**src/rtl/dpram_fifo_ctrl_if.sv**
```systemverilog
// FIFO controller bus: user write/read handshake, status, error flags,
// plus the two RAM ports the controller drives and the read data it gets back.
// master = user side and RAM model, slave = the controller.
interface dpram_fifo_ctrl_if #(
  parameter int DATA_WIDTH = 32,
  parameter int DEPTH      = 1024,
  parameter int ADDR_WIDTH = $clog2(DEPTH)
);
  // User write/read side
  logic                  wr_en;
  logic [DATA_WIDTH-1:0] wr_data;
  logic                  rd_en;
  logic [DATA_WIDTH-1:0] rd_data;
  logic                  rd_valid;

  // Status and errors
  logic                  full;
  logic                  empty;
  logic                  almost_full;
  logic                  almost_empty;
  logic [ADDR_WIDTH:0]   count;
  logic                  overflow;
  logic                  underflow;

  // Dual-port RAM side: port A writes, port B reads
  logic                  ram_we_a;
  logic [ADDR_WIDTH-1:0] ram_addr_a;
  logic [DATA_WIDTH-1:0] ram_din_a;
  logic                  ram_we_b;
  logic [ADDR_WIDTH-1:0] ram_addr_b;
  logic [DATA_WIDTH-1:0] ram_din_b;
  logic [DATA_WIDTH-1:0] ram_dout_b;

  modport master (
    output wr_en, wr_data, rd_en, ram_dout_b,
    input  rd_data, rd_valid, full, empty, almost_full, almost_empty, count,
           overflow, underflow, ram_we_a, ram_addr_a, ram_din_a,
           ram_we_b, ram_addr_b, ram_din_b
  );

  modport slave (
    input  wr_en, wr_data, rd_en, ram_dout_b,
    output rd_data, rd_valid, full, empty, almost_full, almost_empty, count,
           overflow, underflow, ram_we_a, ram_addr_a, ram_din_a,
           ram_we_b, ram_addr_b, ram_din_b
  );
endinterface

```
**src/rtl/dpram_fifo_ctrl.sv**
```systemverilog
// Synchronous FIFO controller sequencing an external true dual-port RAM
// (port A = write, port B = read, registered read with 1-cycle latency).
// Owns pointers, occupancy count, status flags and overflow/underflow.
// Optional build macro FIFO_ERR_STICKY_EN: overflow/underflow hold until rst
// instead of pulsing for one cycle.
module dpram_fifo_ctrl #(
  parameter int DATA_WIDTH       = 32,
  parameter int DEPTH            = 1024,
  parameter int ADDR_WIDTH       = $clog2(DEPTH),
  parameter int ALMOST_FULL_THR  = DEPTH - 2,
  parameter int ALMOST_EMPTY_THR = 2
) (
  input  logic             clk,
  input  logic             rst,
  dpram_fifo_ctrl_if.slave bus
);

  localparam int                    CW        = ADDR_WIDTH + 1;
  localparam logic [ADDR_WIDTH-1:0] LAST_PTR  = ADDR_WIDTH'(DEPTH - 1);
  localparam logic [ADDR_WIDTH-1:0] PTR_ONE   = ADDR_WIDTH'(1);
  localparam logic [CW-1:0]         CNT_ONE   = CW'(1);
  localparam logic [CW-1:0]         DEPTH_CNT = CW'(DEPTH);
  localparam logic [CW-1:0]         AF_CNT    = CW'(ALMOST_FULL_THR);
  localparam logic [CW-1:0]         AE_CNT    = CW'(ALMOST_EMPTY_THR);

  logic [ADDR_WIDTH-1:0] wr_ptr_q, wr_ptr_d;
  logic [ADDR_WIDTH-1:0] rd_ptr_q, rd_ptr_d;
  logic [CW-1:0]         count_q, count_d;
  logic                  rd_valid_q, rd_valid_d;
  logic                  overflow_q, overflow_d;
  logic                  underflow_q, underflow_d;

  logic full, empty;
  logic wr_acc, rd_acc;
  logic ovf_evt, unf_evt;

  // Flags decode the registered count, so they describe the state after the last edge.
  assign full  = (count_q == DEPTH_CNT);
  assign empty = (count_q == '0);

  // Full blocks writes and empty blocks reads regardless of the other side: no bypass.
  assign wr_acc  = bus.wr_en & ~full;
  assign rd_acc  = bus.rd_en & ~empty;
  assign ovf_evt = bus.wr_en & full;
  assign unf_evt = bus.rd_en & empty;

  // Next-state: pointer wrap for non-power-of-2 depth, count, errors, read qualifier.
  always_comb begin
    // NOTE: every variable gets a default first, so no path leaves one unassigned and no latch is inferred.
    wr_ptr_d    = wr_ptr_q;
    rd_ptr_d    = rd_ptr_q;
    count_d     = count_q;
    rd_valid_d  = rd_acc;
    overflow_d  = ovf_evt;
    underflow_d = unf_evt;

    if (wr_acc) wr_ptr_d = (wr_ptr_q == LAST_PTR) ? '0 : wr_ptr_q + PTR_ONE;
    if (rd_acc) rd_ptr_d = (rd_ptr_q == LAST_PTR) ? '0 : rd_ptr_q + PTR_ONE;

    unique case ({wr_acc, rd_acc})
      2'b10:   count_d = count_q + CNT_ONE;
      2'b01:   count_d = count_q - CNT_ONE;
      default: count_d = count_q;
    endcase

`ifdef FIFO_ERR_STICKY_EN
    overflow_d  = overflow_q  | ovf_evt;
    underflow_d = underflow_q | unf_evt;
`endif
  end

  // State registers with synchronous reset; reset also drops a pending rd_valid.
  always_ff @(posedge clk) begin
    // NOTE: non-blocking assignments so every register samples the pre-edge values.
    if (rst) begin
      wr_ptr_q    <= '0;
      rd_ptr_q    <= '0;
      count_q     <= '0;
      rd_valid_q  <= 1'b0;
      overflow_q  <= 1'b0;
      underflow_q <= 1'b0;
    end else begin
      wr_ptr_q    <= wr_ptr_d;
      rd_ptr_q    <= rd_ptr_d;
      count_q     <= count_d;
      rd_valid_q  <= rd_valid_d;
      overflow_q  <= overflow_d;
      underflow_q <= underflow_d;
    end
  end

  // Status and error outputs
  assign bus.full         = full;
  assign bus.empty        = empty;
  assign bus.almost_full  = (count_q >= AF_CNT);
  assign bus.almost_empty = (count_q <= AE_CNT);
  assign bus.count        = count_q;
  assign bus.overflow     = overflow_q;
  assign bus.underflow    = underflow_q;

  // RAM ports: A writes at wr_ptr, B always addresses rd_ptr and never writes.
  assign bus.ram_we_a   = wr_acc;
  assign bus.ram_addr_a = wr_ptr_q;
  assign bus.ram_din_a  = bus.wr_data;
  assign bus.ram_we_b   = 1'b0;
  assign bus.ram_addr_b = rd_ptr_q;
  assign bus.ram_din_b  = '0;

  // Registered RAM read data lines up with rd_valid, so it passes straight through.
  assign bus.rd_data  = bus.ram_dout_b;
  assign bus.rd_valid = rd_valid_q;

endmodule
```
**src/flat_wrapper.sv**
```systemverilog
// flat-port wrapper written by rule: the top's interface ports become plain ports
module dpram_fifo_ctrl_flat 
#(
  parameter int DATA_WIDTH       = 32,
  parameter int DEPTH            = 1024,
  parameter int ADDR_WIDTH       = $clog2(DEPTH),
  parameter int ALMOST_FULL_THR  = DEPTH - 2,
  parameter int ALMOST_EMPTY_THR = 2
)
  (clk, rst, bus_wr_en, bus_wr_data, bus_rd_en, bus_ram_dout_b, bus_rd_data, bus_rd_valid, bus_full, bus_empty, bus_almost_full, bus_almost_empty, bus_count, bus_overflow, bus_underflow, bus_ram_we_a, bus_ram_addr_a, bus_ram_din_a, bus_ram_we_b, bus_ram_addr_b, bus_ram_din_b);
  dpram_fifo_ctrl_if #(.DATA_WIDTH(DATA_WIDTH), .DEPTH(DEPTH), .ADDR_WIDTH(ADDR_WIDTH)) bus_i ();
  input  logic clk;
  input  logic rst;
  input wire logic [$bits(bus_i.wr_en)-1:0] bus_wr_en;
  input wire logic [$bits(bus_i.wr_data)-1:0] bus_wr_data;
  input wire logic [$bits(bus_i.rd_en)-1:0] bus_rd_en;
  input wire logic [$bits(bus_i.ram_dout_b)-1:0] bus_ram_dout_b;
  output wire logic [$bits(bus_i.rd_data)-1:0] bus_rd_data;
  output wire logic [$bits(bus_i.rd_valid)-1:0] bus_rd_valid;
  output wire logic [$bits(bus_i.full)-1:0] bus_full;
  output wire logic [$bits(bus_i.empty)-1:0] bus_empty;
  output wire logic [$bits(bus_i.almost_full)-1:0] bus_almost_full;
  output wire logic [$bits(bus_i.almost_empty)-1:0] bus_almost_empty;
  output wire logic [$bits(bus_i.count)-1:0] bus_count;
  output wire logic [$bits(bus_i.overflow)-1:0] bus_overflow;
  output wire logic [$bits(bus_i.underflow)-1:0] bus_underflow;
  output wire logic [$bits(bus_i.ram_we_a)-1:0] bus_ram_we_a;
  output wire logic [$bits(bus_i.ram_addr_a)-1:0] bus_ram_addr_a;
  output wire logic [$bits(bus_i.ram_din_a)-1:0] bus_ram_din_a;
  output wire logic [$bits(bus_i.ram_we_b)-1:0] bus_ram_we_b;
  output wire logic [$bits(bus_i.ram_addr_b)-1:0] bus_ram_addr_b;
  output wire logic [$bits(bus_i.ram_din_b)-1:0] bus_ram_din_b;
  assign bus_i.wr_en = bus_wr_en;
  assign bus_i.wr_data = bus_wr_data;
  assign bus_i.rd_en = bus_rd_en;
  assign bus_i.ram_dout_b = bus_ram_dout_b;
  assign bus_rd_data = bus_i.rd_data;
  assign bus_rd_valid = bus_i.rd_valid;
  assign bus_full = bus_i.full;
  assign bus_empty = bus_i.empty;
  assign bus_almost_full = bus_i.almost_full;
  assign bus_almost_empty = bus_i.almost_empty;
  assign bus_count = bus_i.count;
  assign bus_overflow = bus_i.overflow;
  assign bus_underflow = bus_i.underflow;
  assign bus_ram_we_a = bus_i.ram_we_a;
  assign bus_ram_addr_a = bus_i.ram_addr_a;
  assign bus_ram_din_a = bus_i.ram_din_a;
  assign bus_ram_we_b = bus_i.ram_we_b;
  assign bus_ram_addr_b = bus_i.ram_addr_b;
  assign bus_ram_din_b = bus_i.ram_din_b;
  dpram_fifo_ctrl #(.DATA_WIDTH(DATA_WIDTH), .DEPTH(DEPTH), .ADDR_WIDTH(ADDR_WIDTH), .ALMOST_FULL_THR(ALMOST_FULL_THR), .ALMOST_EMPTY_THR(ALMOST_EMPTY_THR)) u_core (.clk(clk), .rst(rst), .bus(bus_i));
endmodule
```
**config.mk**
```make
export PLATFORM = sky130hd
export DESIGN_NAME = dpram_fifo_ctrl_flat
export DESIGN_NICKNAME = d
export VERILOG_FILES = /design/src/rtl/dpram_fifo_ctrl_if.sv /design/src/rtl/dpram_fifo_ctrl.sv /design/src/flat_wrapper.sv
export SDC_FILE = /design/constraint.sdc
export NUM_CORES = 1
export LEC_CHECK = 0
export ABC_AREA = 1
export CAP_MARGIN = 20
export CORE_AREA = 5 5 94 96
export CTS_CLUSTER_DIAMETER = 150
export CTS_CLUSTER_SIZE = 24
export DETAILED_ROUTE_END_ITERATION = 12
export DIE_AREA = 0 0 99 101
export PLACE_DENSITY_LB_ADDON = 0.2
export SYNTH_ARGS = -nofsm -noshare
export SYNTH_HDL_FRONTEND = slang
export SYNTH_SLANG_ARGS = --single-unit
```
**constraint.sdc**
```tcl
create_clock -name clk -period 4.5 [get_ports clk]
set_input_delay 0.45 -clock clk [delete_from_list [all_inputs] [get_ports clk]]
set_output_delay 0.45 -clock clk [all_outputs]
set_load 0.1 [all_outputs]
```
# --- Word level (Yosys, flattened, before mapping) ---
# Cells that the tools add are included.
totals:
  elab_cells: 28
  out_inout_bits: 136
  register_bits: 34
op_classes:
  addsub: 4
  n_eq_ne: 5
  muxes: 3
  n_bitwise: 6
  order_cmp: 2
  n_reduce_logical: 2
ops:
  columns: ["cell", "count"]
  rows:
  - ["$pmux 11 s2", 1]
  - ["$add 10x1->10 const B", 2]
  - ["$eq 10x10->1 const B", 2]
  - ["$mux 10", 2]
  - ["$add 11x1->11 const B", 1]
  - ["$eq 11x11->1 const B", 1]
  - ["$ge 11x10->1 const B", 1]
  - ["$le 11x2->1 const B", 1]
  - ["$logic_not 11->1", 1]
  - ["$sub 11x1->11 const B", 1]
  - ["$and 1x1->1", 4]
  - ["$eq 2x1->1 const B", 1]
  - ["$eq 2x2->1 const B", 1]
  - ["$not 1->1", 2]
  - ["$reduce_bool 2->1", 1]

# --- Logic depth before layout (Yosys ltp) ---
# Gate-level depths: netlist (run 1).
logic_depth:
  depth_word: 5
  mapped_depth: 18
  ltp_nobuf: 18

# --- Worst setup path before layout (run 1) ---
# Ideal clock, no wire load.
synth_path:
  path_kind: "register to output"
  startpoint: "reg u_core.count_q[1], in the netlist u_core.bus.count[1]"
  endpoint: "out bus_almost_full"
  arrival_time_ps: 4400
  path_stages_with_launch: 3
  path_slack_ps: -350
  cell_sequence: "dfxtp_1 inv_1 o41ai_1"
synth_via:
  elab_chain_cells: 1
synth_lines:
  columns: ["element", "line_no", "text"]
  rows:
  - ["from (decl)", "dpram_fifo_ctrl.sv:28", "logic [CW-1:0] count_q, count_d;"]
  - ["from (signal assigned)", "dpram_fifo_ctrl.sv:85", "count_q <= count_d;"]
  - ["$ge 11x10->1", "dpram_fifo_ctrl.sv:95", "assign bus.almost_full = (count_q >= AF_CNT);"]
  - ["to (decl)", "flat_wrapper.sv:22", "output wire logic [$bits(bus_i.almost_full)-1:0] bus_almost_full;"]
# Every way passes these cells.

# --- Final worst setup path (run 1) ---
layout_path:
  startpoint: "in bus_wr_en"
  endpoint: "out bus_ram_we_a"
layout_via:
  elab_chain_cells: 1
layout_lines:
  columns: ["element", "line_no", "text"]
  rows:
  - ["from (decl)", "flat_wrapper.sv:14", "input wire logic [$bits(bus_i.wr_en)-1:0] bus_wr_en;"]
  - ["$and 1x1->1", "dpram_fifo_ctrl.sv:42", "assign wr_acc = bus.wr_en & ~full;"]
  - ["to (decl)", "flat_wrapper.sv:27", "output wire logic [$bits(bus_i.ram_we_a)-1:0] bus_ram_we_a;"]
# Every way passes these cells.

==> metrics.md, run 1 <==
| Metric | Value |
|---|---|
| Number of synthesized flops with an enable pin | 0 |
| Flop and latch count out of synthesis | 34 |
| CP Max Fanout | 9 |
| Cell count of the worst hold path | 2 |
| Peak Freq | 325 MHz |
| Synth Instances | approximately 470 |
| Max Clock Skew | a little under 0.009 ns |
| Required time of the worst setup path | about 4 ns |
| Number of clock sinks | 34 |
| Die outline area | approximately 0.010 mm² |
| Final Net Count | approximately 530 |
| Leading cell types by total area after synthesis | sky130_fd_sc_hd__buf_4, sky130_fd_sc_hd__dfxtp_1, sky130_fd_sc_hd__nand2_1 |
| Startpoint-to-endpoint class of the critical path | in -> out |
| Number of maximum-capacitance violations | 0 |
| Vias in the first global route | between 2000 and 2500 |
| Total overflow reported by the global router | 0 |
| Growth of design area from synthesis to finish | 2.16% |
| Slowest CP cell | sky130_fd_sc_hd__clkdlybuf4s50_1 |
| Vias per Instance | 4.59 |
| Root buffer cell | sky130_fd_sc_hd__clkbuf_8 |
| Total routed wirelength | between 6000 and 7000 µm |
| CTS H-tree depth | 2 |
| Proportion of register bits with asynchronous set or reset after synthesis | 0 |
| Average routed wire per standard cell | between 10 and 15 µm |
| Die height | roughly 100 µm |
| Post-CTS repair timing setup buffer count | 0 |
| Top cells by count, synth | sky130_fd_sc_hd__buf_4, sky130_fd_sc_hd__nand2_1, sky130_fd_sc_hd__nor2_1 |
| WL met3 | 456 µm |
| Delay of the slowest critical-path stage | ~1.2 ns |
| Max-slew violation total from the final report | 0 |
| Overall via count from detail_route | 2530 |
| Initial Util | 0.385 |
| Detailed-placement wirelength estimate | 5160 µm |
| Worst-path cell chain | clkdlybuf4s50_1, inv_1, a21oi_4, clkdlybuf4s50_1 |
| Instance count on the critical path | 4 |
| Unrepaired setup endpoints after global routing | no |
| Yosys cell types | 32 |
| Routed met1 length | just over 3000 µm |
| Initial antenna violation count | 0 |
| Horiz. Die Dim | between 90 and 100 µm |
| Number of hold violations in the final report | 0 |
| Global placement routability congestion | 0.829 |
| Proportion of layout cells with a drive suffix above 1 | 0.0695 |
| Slack of the worst reg-to-reg path | about 1.6 ns |
| GRT Total Usage | 0.132 |
| Number of antenna diodes | 0 |
| CP endpoint kind | output port |
| Yosys warning count | 0 |
| Slew at the pin closest to its max-slew limit | around 1.0 ns |
| Cell seen most often among critical-path stages | sky130_fd_sc_hd__clkdlybuf4s50_1 |
| CP Launch Type | input port |
| Tot Pwr | between 1.5 and 2 mW |
| VDD IR max | roughly 230 µV |
| Row count | 33 |
| Maximum number of pins on one net before global-route repair | 23 |
| Register area share after synthesis | 0.222 |
| Number of fill cells in the layout | approximately 860 |
| Clock tree from TritonCTS | done |
| Number of design-rule violations left by the first detailed-router iteration | 94 |
| Most common flop cell mapped by yosys | sky130_fd_sc_hd__dfxtp_1 |
| Average cell area after synthesis | between 6 and 7 µm² |
| Leading area contributor after synthesis | sky130_fd_sc_hd__buf_4 |
| Final routed DRC violation total | 0 |
| Total power divided by cell area | about 540 mW/mm² |
| Count of input and output buffers | 42 |
| Clk_lat worst skew | around 0.29 ns |
| Uppermost layer routed | met4 |
| Setup TNS Final | 0 ns |
| Number of buffers added by the clock tree synthesis step | 5 |
| Worst path buffer plus inverter count | 3 |
| Cts repair resizes | 0 |
| CTS clk-pin slew, worst paths | 0.07 ns |
| Worst Hold Class | reg -> reg |
| Status | finished, final reports clean |
| Share of the synthesized area in the top cell type | 0.237 |
| Worst-case headroom to the max-slew limit | 0.326 |
| Hold WS | 0.514 ns |
| Endpoint arrival time on the critical path | 2.63 ns |
| Router iterations before antenna repair | 5 |
| Top-count cell post-synth | sky130_fd_sc_hd__buf_4 |
| Crit path max-delay family | buffers and inverters |
| Count of endpoints failing setup in the final report | 0 |
| Final period util | 0.684 |
| Met2 WL | between 3000 and 4000 µm |
| Hold buffer count at cts | 0 |
| Core outline area | between 0.007 and 0.008 mm² |
| Number of ports placed on the die boundary | roughly 200 |
| Post-detailed-route count of antenna-violating nets | 0 |
| Post-synth design cell area | between 0.003 and 0.004 mm² |
| Final min period | between 3 and 4 ns |
| First-pass GRT wire length | around 11000 µm |
| Clock buffer depth | 2 |
| Static Leak | around 1.5 nW |
| FF-to-FF path depth | 16 |
-- final timing paths --
kind	startpoint	end
setup reg to reg	u_core.bus.count[9]$_SDFFE_PP0P_	u_core.bus.count[9]$_SDFFE_PP0P_
hold / removal	u_core.bus.ram_addr_a[8]$_SDFFE_PP0P_	u_core.bus.ram_addr_a[8]$_SDFFE_PP0P_
hold reg to reg	u_core.bus.ram_addr_a[8]$_SDFFE_PP0P_	u_core.bus.ram_addr_a[8]$_SDFFE_PP0P_
setup / recovery	bus_wr_en	bus_ram_we_a
-- tightest hold or removal path: stages, from the launching register on --
cell	delay, ns
sky130_fd_sc_hd__dfxtp_1	0.34
sky130_fd_sc_hd__nand2_1	0.07
sky130_fd_sc_hd__a21oi_1	0.05
-- layout make-up --
cell class	instances	area (µm²)	share of cell area
clock buffer	6	82.6	0.0263
inverter	57	214	0.0682
clock inverter	2	60.1	0.0192
timing repair buffer	43	428	0.136
sequential	34	681	0.217
tap	105	131	0.0419
multi-input combinational	304	1540	0.491
-- layer usage --
metal	vias up	GRT usage
met5	-	0
met2	79	0.215
met4	0	0.0557
li1	1286	-
met3	25	0.0339
met1	1140	0.164
-- metrics by stage --
stage	std cells	setup WS (ns)	util	area [µm²]
floorplan	497	0.952	-	3200
global placement	543	1.44	0.376	2990
detailed placement	543	1.40	0.376	2990
CTS	551	1.41	0.393	3140
global route	551	1.18	0.393	3140
finish	551	1.42	0.393	3140
-- flip-flops by register name (all words and copies together), names as in the netlist --
name                   cells
u_core.bus.underflow       1
u_core.bus.ram_addr_b     10
u_core.bus.ram_addr_a     10
u_core.bus.count          11
u_core.bus.rd_valid        1
u_core.bus.overflow        1
-- cell usage in the layout (no fill, tap or decap), types with 2 or more instances in the layout --
cell / netlist / layout
sky130_fd_sc_hd__a21o_1: 2 / 2
sky130_fd_sc_hd__a21oi_1: 20 / 20
sky130_fd_sc_hd__a21oi_2: 4 / 4
sky130_fd_sc_hd__bufinv_16: 0 / 2
sky130_fd_sc_hd__clkbuf_8: 0 / 6
sky130_fd_sc_hd__clkdlybuf4s50_1: 0 / 42
sky130_fd_sc_hd__conb_1: 1 / 33
sky130_fd_sc_hd__dfxtp_1: 34 / 34
sky130_fd_sc_hd__ha_1: 12 / 12
sky130_fd_sc_hd__inv_1: 56 / 56
sky130_fd_sc_hd__nand2_1: 88 / 88
sky130_fd_sc_hd__nand2_2: 3 / 3
sky130_fd_sc_hd__nand2_4: 4 / 4
sky130_fd_sc_hd__nand3_1: 37 / 37
sky130_fd_sc_hd__nand4_1: 7 / 7
sky130_fd_sc_hd__nor2_1: 57 / 57
sky130_fd_sc_hd__nor2_2: 2 / 2
sky130_fd_sc_hd__nor3_1: 5 / 5
sky130_fd_sc_hd__o21ai_0: 11 / 11
sky130_fd_sc_hd__or2_2: 3 / 3
sky130_fd_sc_hd__xnor2_1: 2 / 2
sky130_fd_sc_hd__xor2_1: 5 / 5
-- where the power goes --
part / switching, mW / internal (mW)
registers: 0.0646 / 0.338
logic: 0.726 / 0.209
clock network: 0.121 / 0.236
-- cells by family (layout without fill, tap and decap cells) --
| kind of cell | after synthesis | after routing | synth area share |
|---|---|---|---|
| simple gates | 211 | 211 | 0.306 |
| buf+inv | 159 | 108 | 0.318 |
| compound gates | 40 | 40 | 0.0775 |
| flops | 34 | 34 | 0.222 |
| fa+ha+maj | 13 | 13 | 0.0554 |
| xor+xnor | 7 | 7 | 0.0200 |
| other cells | 1 | 33 | 0.00122 |
Power figures use the tool's default switching activity.
==> run 2, diff against run 1 <==
--- a/config.mk
+++ b/config.mk
@@ -7,11 +7,11 @@
 export LEC_CHECK = 0
 export ABC_AREA = 1
 export CAP_MARGIN = 20
-export CORE_AREA = 5 5 94 96
+export CORE_AREA = 5 5 103 105
 export CTS_CLUSTER_DIAMETER = 150
 export CTS_CLUSTER_SIZE = 24
 export DETAILED_ROUTE_END_ITERATION = 12
-export DIE_AREA = 0 0 99 101
+export DIE_AREA = 0 0 108 110
 export PLACE_DENSITY_LB_ADDON = 0.2
 export SYNTH_ARGS = -nofsm -noshare
 export SYNTH_HDL_FRONTEND = slang
==> constraint.sdc (replaced) <==
create_clock -name clk -period 2.7 [get_ports clk]
set_input_delay 0.27 -clock clk [delete_from_list [all_inputs] [get_ports clk]]
set_output_delay 0.27 -clock clk [all_outputs]
set_load 0.1 [all_outputs]
==> run 2 against run 1 <==
Non-clock buffer count up 11; final area up 0.92%; largest cell class unchanged; largest power group unchanged; core utilization down 6.2 points.
==> metrics.md, run 2 (synthesis results as in run 1) <==
| Metric | Value |
|---|---|
| CTS clk-pin slew, worst paths | 0.08 ns (about the same) |
| Die height | 110 µm (+8.9%) |
| Endpoint arrival time on the critical path | 2.68 ns (+0.05 ns) |
| Growth of design area from synthesis to finish | 3.10% |
| Crit path max-delay family | simple AND/OR/NAND/NOR gates |
| Number of hold violations in the final report | 0 (unchanged) |
| Flip-flop count of the largest register after layout | 11 (unchanged) |
| Horiz. Die Dim | 108 µm (+9.1%) |
| Vias in the first global route | 2376 (+5.2%) |
| Die outline area | 0.0119 mm² (+19%) |
| Reg2reg start | u_core.bus.count[9]$_SDFFE_PP0P_ |
| Required time of the worst setup path | 2.90 ns (-1.15 ns) |
| Max-slew violation total from the final report | 0 (unchanged) |
| Delay of the slowest critical-path stage | 0.36 ns (-0.83 ns) |
| Net switching component of the power | 1.56 mW (+71%) |
| Most Crowded Layer GR | met2 |
| Row count | 36 (+9.1%) |
| Static Leak | 1.59 nW (+8.6%) |
| Slack of the worst reg-to-reg path | 0.22 ns (-1.33 ns) |
| Number of antenna diodes | 0 (unchanged) |
| Grt met2 use | 0.205 (-0.0102) |
| Number of maximum-capacitance violations | 0 (unchanged) |
| Clk_lat worst skew | 0.29 ns (about the same) |
| Number of buffers added by the clock tree synthesis step | 5 (unchanged) |
| Post-detailed-route count of antenna-violating nets | 0 (unchanged) |
| Cell seen most often among critical-path stages | sky130_fd_sc_hd__nand2_1 |
| Vias per Instance | 4.28 (-6.8%) |
| Total routed wirelength | 7280 µm (+6.5%) |
| Global placement routability congestion | 0.798 (-3.7%) |
| Total overflow reported by the global router | 0 (unchanged) |
| Average routed wire per standard cell | 12.4 µm (-0.39%) |
| Core outline area | 0.00955 mm² (+20%) |
| Count of endpoints failing setup in the final report | 0 (unchanged) |
| Most common library cell in the layout ignoring fill and taps | sky130_fd_sc_hd__nand2_1 |
| Number of clock sinks | 34 (unchanged) |
| Peak Freq | 404 MHz |
| Startpoint of the lowest-slack hold path | u_core.bus.ram_addr_a[8]$_SDFFE_PP0P_ |
| Placed Area | 0.00307 mm² (+2.5%) |
| Worst path buffer plus inverter count | 4 (+1) |
| Router iterations before antenna repair | 5 (unchanged) |
| Initial antenna violation count | 0 (unchanged) |
| Overall via count from detail_route | 2520 (-0.40%) |
| GRT met1 Usage | 0.145 (-0.0190) |
| FF-to-FF End | u_core.bus.count[9]$_SDFFE_PP0P_ |
| Worst-path cell chain | inv_1, nand2_1, nor2_1, nand2_4, nand2_4, inv_2, ha_4, buf_4, ha_1, nand2_1, nor2_1, nand3_1, nand4_1, nand3_1, nand2_1, inv_1 |
| VDD IR max | 387 µV (+69%) |
| Count of input and output buffers | 42 (unchanged) |
| Total power divided by cell area | 853 mW/mm² (+58%) |
| Portion of total power attributed to the clock network | 0.141 (-0.070) |
| Final Net Count | 537 (+2.1%) |
| Met3 usage | 0.0332 (-0.000713) |
| Slowest CP cell | sky130_fd_sc_hd__dfxtp_4 |
| Commonest cells after routing, fill and taps aside | sky130_fd_sc_hd__nand2_1, sky130_fd_sc_hd__nor2_1, sky130_fd_sc_hd__inv_1, sky130_fd_sc_hd__buf_4, sky130_fd_sc_hd__nand3_1 |
| Setup Slack @ Placement | -0.00226 ns (-1.41 ns) |
| Startpoint-to-endpoint class of the critical path | reg -> reg |
| Status | finished, final reports clean |
| Number of design-rule violations left by the first detailed-router iteration | 100 (+6.4%) |
| Clock tree from TritonCTS | done |
| CTS H-tree depth | 2 (unchanged) |
| Switching share of power | 0.577 (+0.0386) |
| CP Launch Type | flop |
| CP Max Fanout | 10 (+1) |
| Detailed-placement wirelength estimate | 5610 µm (+8.9%) |
| Setup TNS Final | 0 ns (unchanged) |
| Worst Hold Class | reg -> reg |
| Proportion of layout cells with a drive suffix above 1 | 0.204 (+0.134) |
| Number of ports placed on the die boundary | 204 (unchanged) |
| Part of the total power dissipated in sequential elements | 0.242 (+0.005) |
| Slew at the pin closest to its max-slew limit | 0.499 ns (-0.509 ns) |
| Cell count of the worst hold path | 2 (unchanged) |
| Final period util | 0.918 |
| Initial Util | 0.321 (-0.0637) |
| Unrepaired setup endpoints after global routing | no |
| Worst-case headroom to the max-slew limit | 0.667 (+0.341) |
| Part of the total power dissipated in combinational logic | 0.617 (+0.065) |
| CP endpoint kind | flop |
| Final WS setup | 0.222 ns (-1.20 ns) |
| First-pass GRT wire length | 11300 µm (+4.3%) |
| Max Clock Skew | 0.0142 ns (+0.00535 ns) |
| Area of all placed cells without fillers | 0.00316 mm² (+0.92%) |
| Clock buffer depth | 2 (unchanged) |
| Maximum number of pins on one net before global-route repair | 23 (unchanged) |
| Root buffer cell | sky130_fd_sc_hd__clkbuf_8 |
| GRT Total Usage | 0.118 (-0.0140) |
| Final min period | ~2.5 ns |
| Final routed DRC violation total | 0 (unchanged) |
| Int Power | 1.14 mW (+46%) |
| FF-to-FF path depth | 16 (unchanged) |
| Launching element of the worst setup path | u_core.bus.count[9]$_SDFFE_PP0P_ |
| Hold EP | u_core.bus.ram_addr_a[8]$_SDFFE_PP0P_ |
==> run 2: worst min-delay path: stages (launching register included) <==
cell and delay (ns):
sky130_fd_sc_hd__dfxtp_1 0.34, sky130_fd_sc_hd__nand2_1 0.07, sky130_fd_sc_hd__a21oi_1 0.05
==> run 2: power groups by stage <==
stage | Sequential (mW) | Combinational, mW | Clock, mW
after floorplan | 1.10 | 1.36 | 0
final | 0.653 | 1.67 | 0.380
after CTS | 0.654 | 1.66 | 0.394
after global placement | 0.663 | 1.65 | 0
after detailed placement | 0.666 | 1.65 | 0
after global routing | 0.666 | 1.78 | 0.408
==> run 2: what timing repair did <==
action,CTS,global route
setup endpoints to repair,0,8
resized for setup,0,4
setup buffers,0,0
hold buffers,0,0
==> run 2: per-stage QoR <==
step | hold WS (ns) | utilization | std cells | power (mW)
finish | 0.506 | 0.331 | 589 | 2.70
global route | 0.535 | 0.331 | 589 | 2.85
CTS | 0.508 | 0.330 | 589 | 2.70
detailed placement | 0.498 | 0.321 | 582 | 2.32
global placement | 0.493 | 0.321 | 582 | 2.31
floorplan | 0.416 | - | 497 | 2.46
==> run 2: final cells by class <==
| type | instances | area, µm² |
|---|---|---|
| fill | 1075 | 6380 |
| clock buffer | 5 | 68.8 |
| multi-input combinational | 304 | 1570 |
| sequential | 34 | 712 |
| clock inverter | 2 | 10.0 |
| inverter | 57 | 214 |
| timing repair buffer | 54 | 425 |
| tap | 133 | 166 |
==> run 2: worst max-delay path by stage <==
stage                                             to  slack (ns)  depth (start not counted)
global route        u_core.bus.count[7]$_SDFFE_PP0P_       0.008                         16
CTS                 u_core.bus.count[8]$_SDFFE_PP0P_        0.01                         16
finish              u_core.bus.count[9]$_SDFFE_PP0P_        0.22                         16
detailed placement  u_core.bus.count[8]$_SDFFE_PP0P_      -0.002                         16
global placement    u_core.bus.count[8]$_SDFFE_PP0P_       0.009                         16
floorplan           u_core.bus.count[8]$_SDFFE_PP0P_        0.01                         17
==> run 2: per-layer routing <==
layer / part of all wire / vias to the layer above / routed length, µm
met2: 0.47 / 88 / 3450
met1: 0.44 / 1115 / 3210
li1: - / 1303 / -
met3: 0.076 / 14 / 554
met5: 0 / - / 0
met4: 0.0089 / 0 / 65
==> run 3, diff against run 2 <==
--- a/config.mk
+++ b/config.mk
@@ -5,13 +5,12 @@
 export SDC_FILE = /design/constraint.sdc
 export NUM_CORES = 1
 export LEC_CHECK = 0
-export ABC_AREA = 1
 export CAP_MARGIN = 20
-export CORE_AREA = 5 5 103 105
+export CORE_AREA = 5 5 100 102
 export CTS_CLUSTER_DIAMETER = 150
 export CTS_CLUSTER_SIZE = 24
 export DETAILED_ROUTE_END_ITERATION = 12
-export DIE_AREA = 0 0 108 110
+export DIE_AREA = 0 0 105 107
 export PLACE_DENSITY_LB_ADDON = 0.2
 export SYNTH_ARGS = -nofsm -noshare
 export SYNTH_HDL_FRONTEND = slang
==> run 3 against run 2 <==
The flow now finishes with violations (setup timing); wire length fell by 9.9%; largest cell class unchanged; synthesized cell count fell by 29%; clock power barely moved; fmax fell by 12%; global-route usage fell by 0.99 points.
==> metrics.md, run 3 <==
| Metric | Value |
|---|---|
| Status | finished with violations |
| Failing checks | setup timing |
| Clk_lat worst skew | 0.28 ns (about the same) |
| Proportion of register bits with asynchronous set or reset after synthesis | 0 (unchanged) |
| CP Max Fanout | 5 (-5) |
| Number of fill cells in the layout | 942 (-12%) |
| Flop and latch count out of synthesis | 34 (unchanged) |
| Peak Freq | 354 MHz (-12%) |
| Worst Hold Class | reg -> reg |
| Horiz. Die Dim | 105 µm (-2.8%) |
| Most common library cell in the layout ignoring fill and taps | sky130_fd_sc_hd__buf_4 |
| Average cell area after synthesis | 8.16 µm² (+24%) |
| Clock tree from TritonCTS | done |
| VDD IR max | 1460 µV (+280%) |
| Uppermost layer routed | met4 |
| Top cells by count, synth | sky130_fd_sc_hd__buf_4, sky130_fd_sc_hd__dfxtp_1, sky130_fd_sc_hd__nor2_1 |
| Count of endpoints failing setup in the final report | 2 (+2) |
| Share of the synthesized area in the top cell type | 0.269 (+0.0317) |
| Final period util | 1.05 (+0.129) |
| Final WS setup | -0.127 ns (-0.348 ns) |
| Leading area contributor after synthesis | sky130_fd_sc_hd__buf_4 |
| Setup Slack @ Placement | -0.237 ns (-0.234 ns) |
| Detailed-placement wirelength estimate | 5000 µm (-11%) |
| Growth of design area from synthesis to finish | 25.8% |
| Flip-flop count of the largest register after layout | 11 (unchanged) |
| Number of ports placed on the die boundary | 204 (unchanged) |
| Hold buffer count at cts | 0 (unchanged) |
| Clock buffer depth | 2 (unchanged) |
| Register area share after synthesis | 0.251 (+0.0296) |
| Commonest cells after routing, fill and taps aside | sky130_fd_sc_hd__buf_4, sky130_fd_sc_hd__conb_1, sky130_fd_sc_hd__nor2_1, sky130_fd_sc_hd__dfxtp_1 |
| Number of synthesized flops with an enable pin | 0 (unchanged) |
| Part of the total power dissipated in sequential elements | 0.147 (-0.095) |
| Top-count cell post-synth | sky130_fd_sc_hd__buf_4 |
| Vias per Instance | 4.49 (+5.0%) |
| Total routed wirelength | 6560 µm (-9.9%) |
| Switching share of power | 0.554 (-0.0224) |
| Most common flop cell mapped by yosys | sky130_fd_sc_hd__dfxtp_1 |
| Routed met1 length | 2910 µm (-9.4%) |
| Maximum number of pins on one net before global-route repair | 19 (-17%) |
| Leading cell types by total area after synthesis | sky130_fd_sc_hd__buf_4, sky130_fd_sc_hd__dfxtp_1, sky130_fd_sc_hd__xor2_1 |
| Core outline area | 0.00902 mm² (-5.5%) |
| Row count | 35 (-2.8%) |
| Yosys cell types | 47 (+47%) |
| Endpoint arrival time on the critical path | 3.00 ns (+0.32 ns) |
| Post-detailed-route count of antenna-violating nets | 0 (unchanged) |
| WL met3 | 414 µm (-25%) |
| Portion of total power attributed to the clock network | 0.078 (-0.063) |
| GRT Total Usage | 0.108 (-0.00985) |
| Total overflow reported by the global router | 0 (unchanged) |
| Initial Util | 0.300 (-0.0213) |
| Total power divided by cell area | 1440 mW/mm² (+69%) |
| Int Power | 2.19 mW (+91%) |
| Part of the total power dissipated in combinational logic | 0.775 (+0.158) |
| Number of design-rule violations left by the first detailed-router iteration | 47 (-53%) |
| CP endpoint kind | flop |
| Yosys warning count | 0 (unchanged) |
| Post-synth design cell area | 0.00271 mm² (-12%) |
| Number of hold violations in the final report | 0 (unchanged) |
| Global placement routability congestion | 0.778 (-2.6%) |
| Max-slew violation total from the final report | 0 (unchanged) |
| Final min period | 2.83 ns (+0.348 ns) |
| Slew at the pin closest to its max-slew limit | 0.583 ns (+0.0839 ns) |
| Tot Pwr | 4.91 mW (+82%) |
| Die outline area | 0.0112 mm² (-5.4%) |
| Number of antenna diodes | 0 (unchanged) |
| Met2 WL | 3160 µm (-8.4%) |
| Number of buffers added by the clock tree synthesis step | 5 (unchanged) |
| CTS clk-pin slew, worst paths | 0.07 ns (about the same) |
| Initial antenna violation count | 0 (unchanged) |
| Final routed DRC violation total | 0 (unchanged) |
| Max Clock Skew | 0.00217 ns (-0.0120 ns) |
| Net switching component of the power | 2.72 mW (+75%) |
| Synth Instances | 332 (-29%) |
| Worst-case headroom to the max-slew limit | 0.611 (-0.0564) |
| Count of input and output buffers | 42 (unchanged) |
| Overall via count from detail_route | 2134 (-15%) |
| Router iterations before antenna repair | 4 (-1) |
| First-pass GRT wire length | 10300 µm (-8.7%) |
| CP Launch Type | flop |
| Proportion of layout cells with a drive suffix above 1 | 0.426 (+0.222) |
| Vias in the first global route | 2087 (-12%) |
| Root buffer cell | sky130_fd_sc_hd__clkbuf_8 |
| Average routed wire per standard cell | 13.8 µm (+12%) |
| Number of maximum-capacitance violations | 0 (unchanged) |
| Hold WS | 0.493 ns (-0.0130 ns) |
| Static Leak | 1.46 nW (-7.7%) |
| Final Net Count | 444 (-17%) |
| Startpoint-to-endpoint class of the critical path | reg -> reg |
| Required time of the worst setup path | 2.87 ns (-0.03 ns) |
| CTS H-tree depth | 2 (unchanged) |
| Die height | 107 µm (-2.7%) |
| Number of clock sinks | 34 (unchanged) |
| Unrepaired setup endpoints after global routing | yes |
==> run 3: cell count changes after synthesis, sizes merged, moves of 5 or more <==
cell / delta
and3: +9
xor2: +13
nor2: -31
inv: -43
o21ai: -8
a31oi: +5
a21oi: -11
nand3: -25
nand2: -75
==> run 3: per-stage QoR <==
step	std cells	cell area, µm²	setup TNS, ns	util
floorplan	364	3000	-0.495	-
global placement	454	3020	-0.411	0.335
detailed placement	454	3020	-0.612	0.335
CTS	469	3240	-0.320	0.359
global route	475	3410	-0.916	0.378
finish	475	3410	-0.241	0.378
==> run 3: final timing paths <==
path | depth (start not counted) | to | from | slack, ns
setup / recovery | 12 | u_core.bus.count[10]$_SDFFE_PP0P_ | u_core.bus.count[2]$_SDFFE_PP0P_ | -0.13
hold / removal | 2 | u_core.bus.ram_addr_a[1]$_SDFFE_PP0P_ | u_core.bus.ram_addr_a[1]$_SDFFE_PP0P_ | 0.49
setup reg to reg | 12 | u_core.bus.count[10]$_SDFFE_PP0P_ | u_core.bus.count[2]$_SDFFE_PP0P_ | -0.13
hold reg to reg | 2 | u_core.bus.ram_addr_a[1]$_SDFFE_PP0P_ | u_core.bus.ram_addr_a[1]$_SDFFE_PP0P_ | 0.49
==> run 3: worst max-delay path, cell delays in order (launching register included) <==
cell                        delay, ns
sky130_fd_sc_hd__dfxtp_4         0.35
sky130_fd_sc_hd__nor4_4          0.31
sky130_fd_sc_hd__buf_4           0.18
sky130_fd_sc_hd__a41oi_4         0.12
sky130_fd_sc_hd__inv_2           0.09
sky130_fd_sc_hd__ha_4            0.20
sky130_fd_sc_hd__inv_2           0.06
sky130_fd_sc_hd__fa_2            0.37
sky130_fd_sc_hd__nor2b_4         0.14
sky130_fd_sc_hd__o2111ai_2       0.15
sky130_fd_sc_hd__a31oi_2         0.18
sky130_fd_sc_hd__mux2i_1         0.21
sky130_fd_sc_hd__mux2_2          0.34
==> run 3: timing repair <==
item / in CTS / in global routing
setup buffers: 7 / 6
pin swaps: 12 / 13
gates cloned: 0 / 0
setup endpoints to repair: 5 / 7
resized for setup: 10 / 18
==> run 3: area by class of cell <==
cell class | instances | area [µm²] | share of cell area
well taps | 111 | 139 | 0.0408
clock inverters | 1 | 5.00 | 0.00147
flip-flops and latches | 34 | 719 | 0.211
clock buffers | 7 | 86.3 | 0.0253
repair buffers | 96 | 769 | 0.226
multi-input cells | 212 | 1630 | 0.479
inverters | 14 | 55.1 | 0.0162
==> run 3: kinds of logic after synthesis <==
kind of cell | Yosys count | synth area share
mux | 2 | 0.00786
other cells | 1 | 0.00138
simple gates | 103 | 0.206
xor+xnor | 23 | 0.0744
compound gates | 38 | 0.0980
flops | 34 | 0.251
buf+inv | 118 | 0.299
fa+ha+maj | 13 | 0.0628
==> run 3: power groups by stage <==
stage          clock, mW  sequential [mW]  combinational [mW]
6_report           0.382            0.722                3.80
5_1_grt            0.420            0.735                4.02
4_1_cts            0.402            0.722                3.59
2_1_floorplan          0             1.44                2.17
3_5_place_dp           0            0.731                3.41
3_3_place_gp           0            0.729                3.41
==> run 3: metal layers <==
layer | vias to the layer above | global-route usage
met4 | 0 | 0.0329
met1 | 991 | 0.137
met3 | 13 | 0.0247
met2 | 71 | 0.180
li1 | 1059 | -
met5 | - | 0
==> RTL edit, RTL diff (config.mk and constraints of run 1) <==
`DATA_WIDTH` is set to 32 in 3 places; all go to 16.
--- a/src/rtl/dpram_fifo_ctrl_if.sv
+++ b/src/rtl/dpram_fifo_ctrl_if.sv
@@ -4,3 +4,3 @@
 interface dpram_fifo_ctrl_if #(
-  parameter int DATA_WIDTH = 32,
+  parameter int DATA_WIDTH = 16,
   parameter int DEPTH      = 1024,
--- a/src/rtl/dpram_fifo_ctrl.sv
+++ b/src/rtl/dpram_fifo_ctrl.sv
@@ -6,3 +6,3 @@
 module dpram_fifo_ctrl #(
-  parameter int DATA_WIDTH       = 32,
+  parameter int DATA_WIDTH       = 16,
   parameter int DEPTH            = 1024,
--- a/src/flat_wrapper.sv
+++ b/src/flat_wrapper.sv
@@ -3,3 +3,3 @@
 #(
-  parameter int DATA_WIDTH       = 32,
+  parameter int DATA_WIDTH       = 16,
   parameter int DEPTH            = 1024,
Interface: changed (5 resized); port bits go from 204 to 124. The function was not compared with the original's and may differ.
==> RTL edit against run 1 <==
Sequential cell count unchanged; sequential share of layout area up 0.77 points; power down 11%; register-to-register slack better by 30 ps; worst setup slack worse by 31 ps; final area down 3.4%; area after synthesis down 12%; wire length down 4.9%; core utilization down 1.4 points; largest power group unchanged.
==> RTL edit: results (changes against run 1) <==
- Total GRT Usage: 13.3% (+0.14 points)
- PortBufs: 42 (unchanged)
- FILL cells: 872 (+1.0%)
- Vias: 2451 (-3.1%)
- Peak VDD IR: 236 µV (+2.9%)
- WP data arrival: 2660 ps (+30 ps)
- Int Pwr: 0.670 mW (-14%)
- Layout cells sized above 1: 7.21% (+0.26 points)
- WL per Instance: 12.2 µm (-2.1%)
- DP HPWL: 4.94 mm (-4.3%)
- Leakage Power: 1.38 nW (-5.2%)
- Comb power frac: 57.6% (+2.4 points)
- Nets: 478 (-9.1%)
- Drt first-iter violations: 112 (+19%)
- Placed cell area: 2930 µm² (-2.0%)
- Critical R2R Launch: u_core.bus.count[0]$_SDFFE_PP0P_
- Top post-synthesis cells by area: dfxtp_1 25%, buf_4 14%, nand2_1 12%
- Vias in the first global route: 2283 (+1.1%)
- Status: complete, no violations
- DRT Pass-1 Iters: 4 (-1)
- Register area share after synthesis: 25.1% (+3.0 points)
- Commonest cells in the netlist: 88 x nand2_1, 57 x nor2_1, 56 x inv_1
- Post CTS Setup Buffer Count: 0 (unchanged)
- Worst slack, placed: 1410 ps (+4.18 ps)
- First-pass GRT wire length: 10.9 mm (+0.82%)
- Flop pwr share: 26.4% (+2.7 points)
RTL edit: cell count changes after synthesis, sizes merged:
cell,before,now
buf,98,50
RTL edit: final cells by class:
type                    count  area share, %
flip-flops and latches     34           22.5
repair buffers             43           14.1
well taps                 105           4.34
inverters                  57           7.07
clock buffers               6           2.73
multi-input cells         288           48.8
clock inverters             2          0.413
RTL edit: metrics by stage:
| step | std cells | hold slack [ps] |
|---|---|---|
| floorplan | 433 | 599 |
| global placement | 527 | 499 |
| detailed placement | 527 | 506 |
| CTS | 535 | 518 |
| global route | 535 | 554 |
| finish | 535 | 515 |
RTL edit: layer usage:
metal | routed length [µm] | vias to the layer above | GRT usage (%)
met2 | 2870 | 80 | 21.1
met5 | 0 | - | 0
li1 | - | 1269 | -
met1 | 3020 | 1088 | 17.1
met3 | 483 | 14 | 3.60
met4 | 128 | 0 | 5.25
RTL edit: logic make-up (layout without fill, tap and decap cells):
kind of cell / Yosys count / after routing / synth area share (%)
buffers and inverters: 111 / 108 / 22.8
AOI/OAI and AO/OA: 40 / 40 / 8.78
and+or+nand+nor: 211 / 211 / 34.6
adders and majority gates: 13 / 13 / 6.28
xor gates and xnor gates: 7 / 7 / 2.26
other: 1 / 17 / 0.138
DFF: 34 / 34 / 25.1
RTL edit: worst paths after layout:
kind,to,slack (ps),cells after the start
hold / removal,u_core.bus.ram_addr_a[8]$_SDFFE_PP0P_,520,2
setup reg to reg,u_core.bus.count[7]$_SDFFE_PP0P_,1580,16
hold reg to reg,u_core.bus.ram_addr_a[8]$_SDFFE_PP0P_,520,2
setup / recovery,bus_ram_we_a,1390,4
RTL edit: worst max-delay path, delay by kind of cell:
| kind | cells | cell delay, ps |
|---|---|---|
| compound gates | 1 | 270 |
| buf+inv | 3 | 1930 |
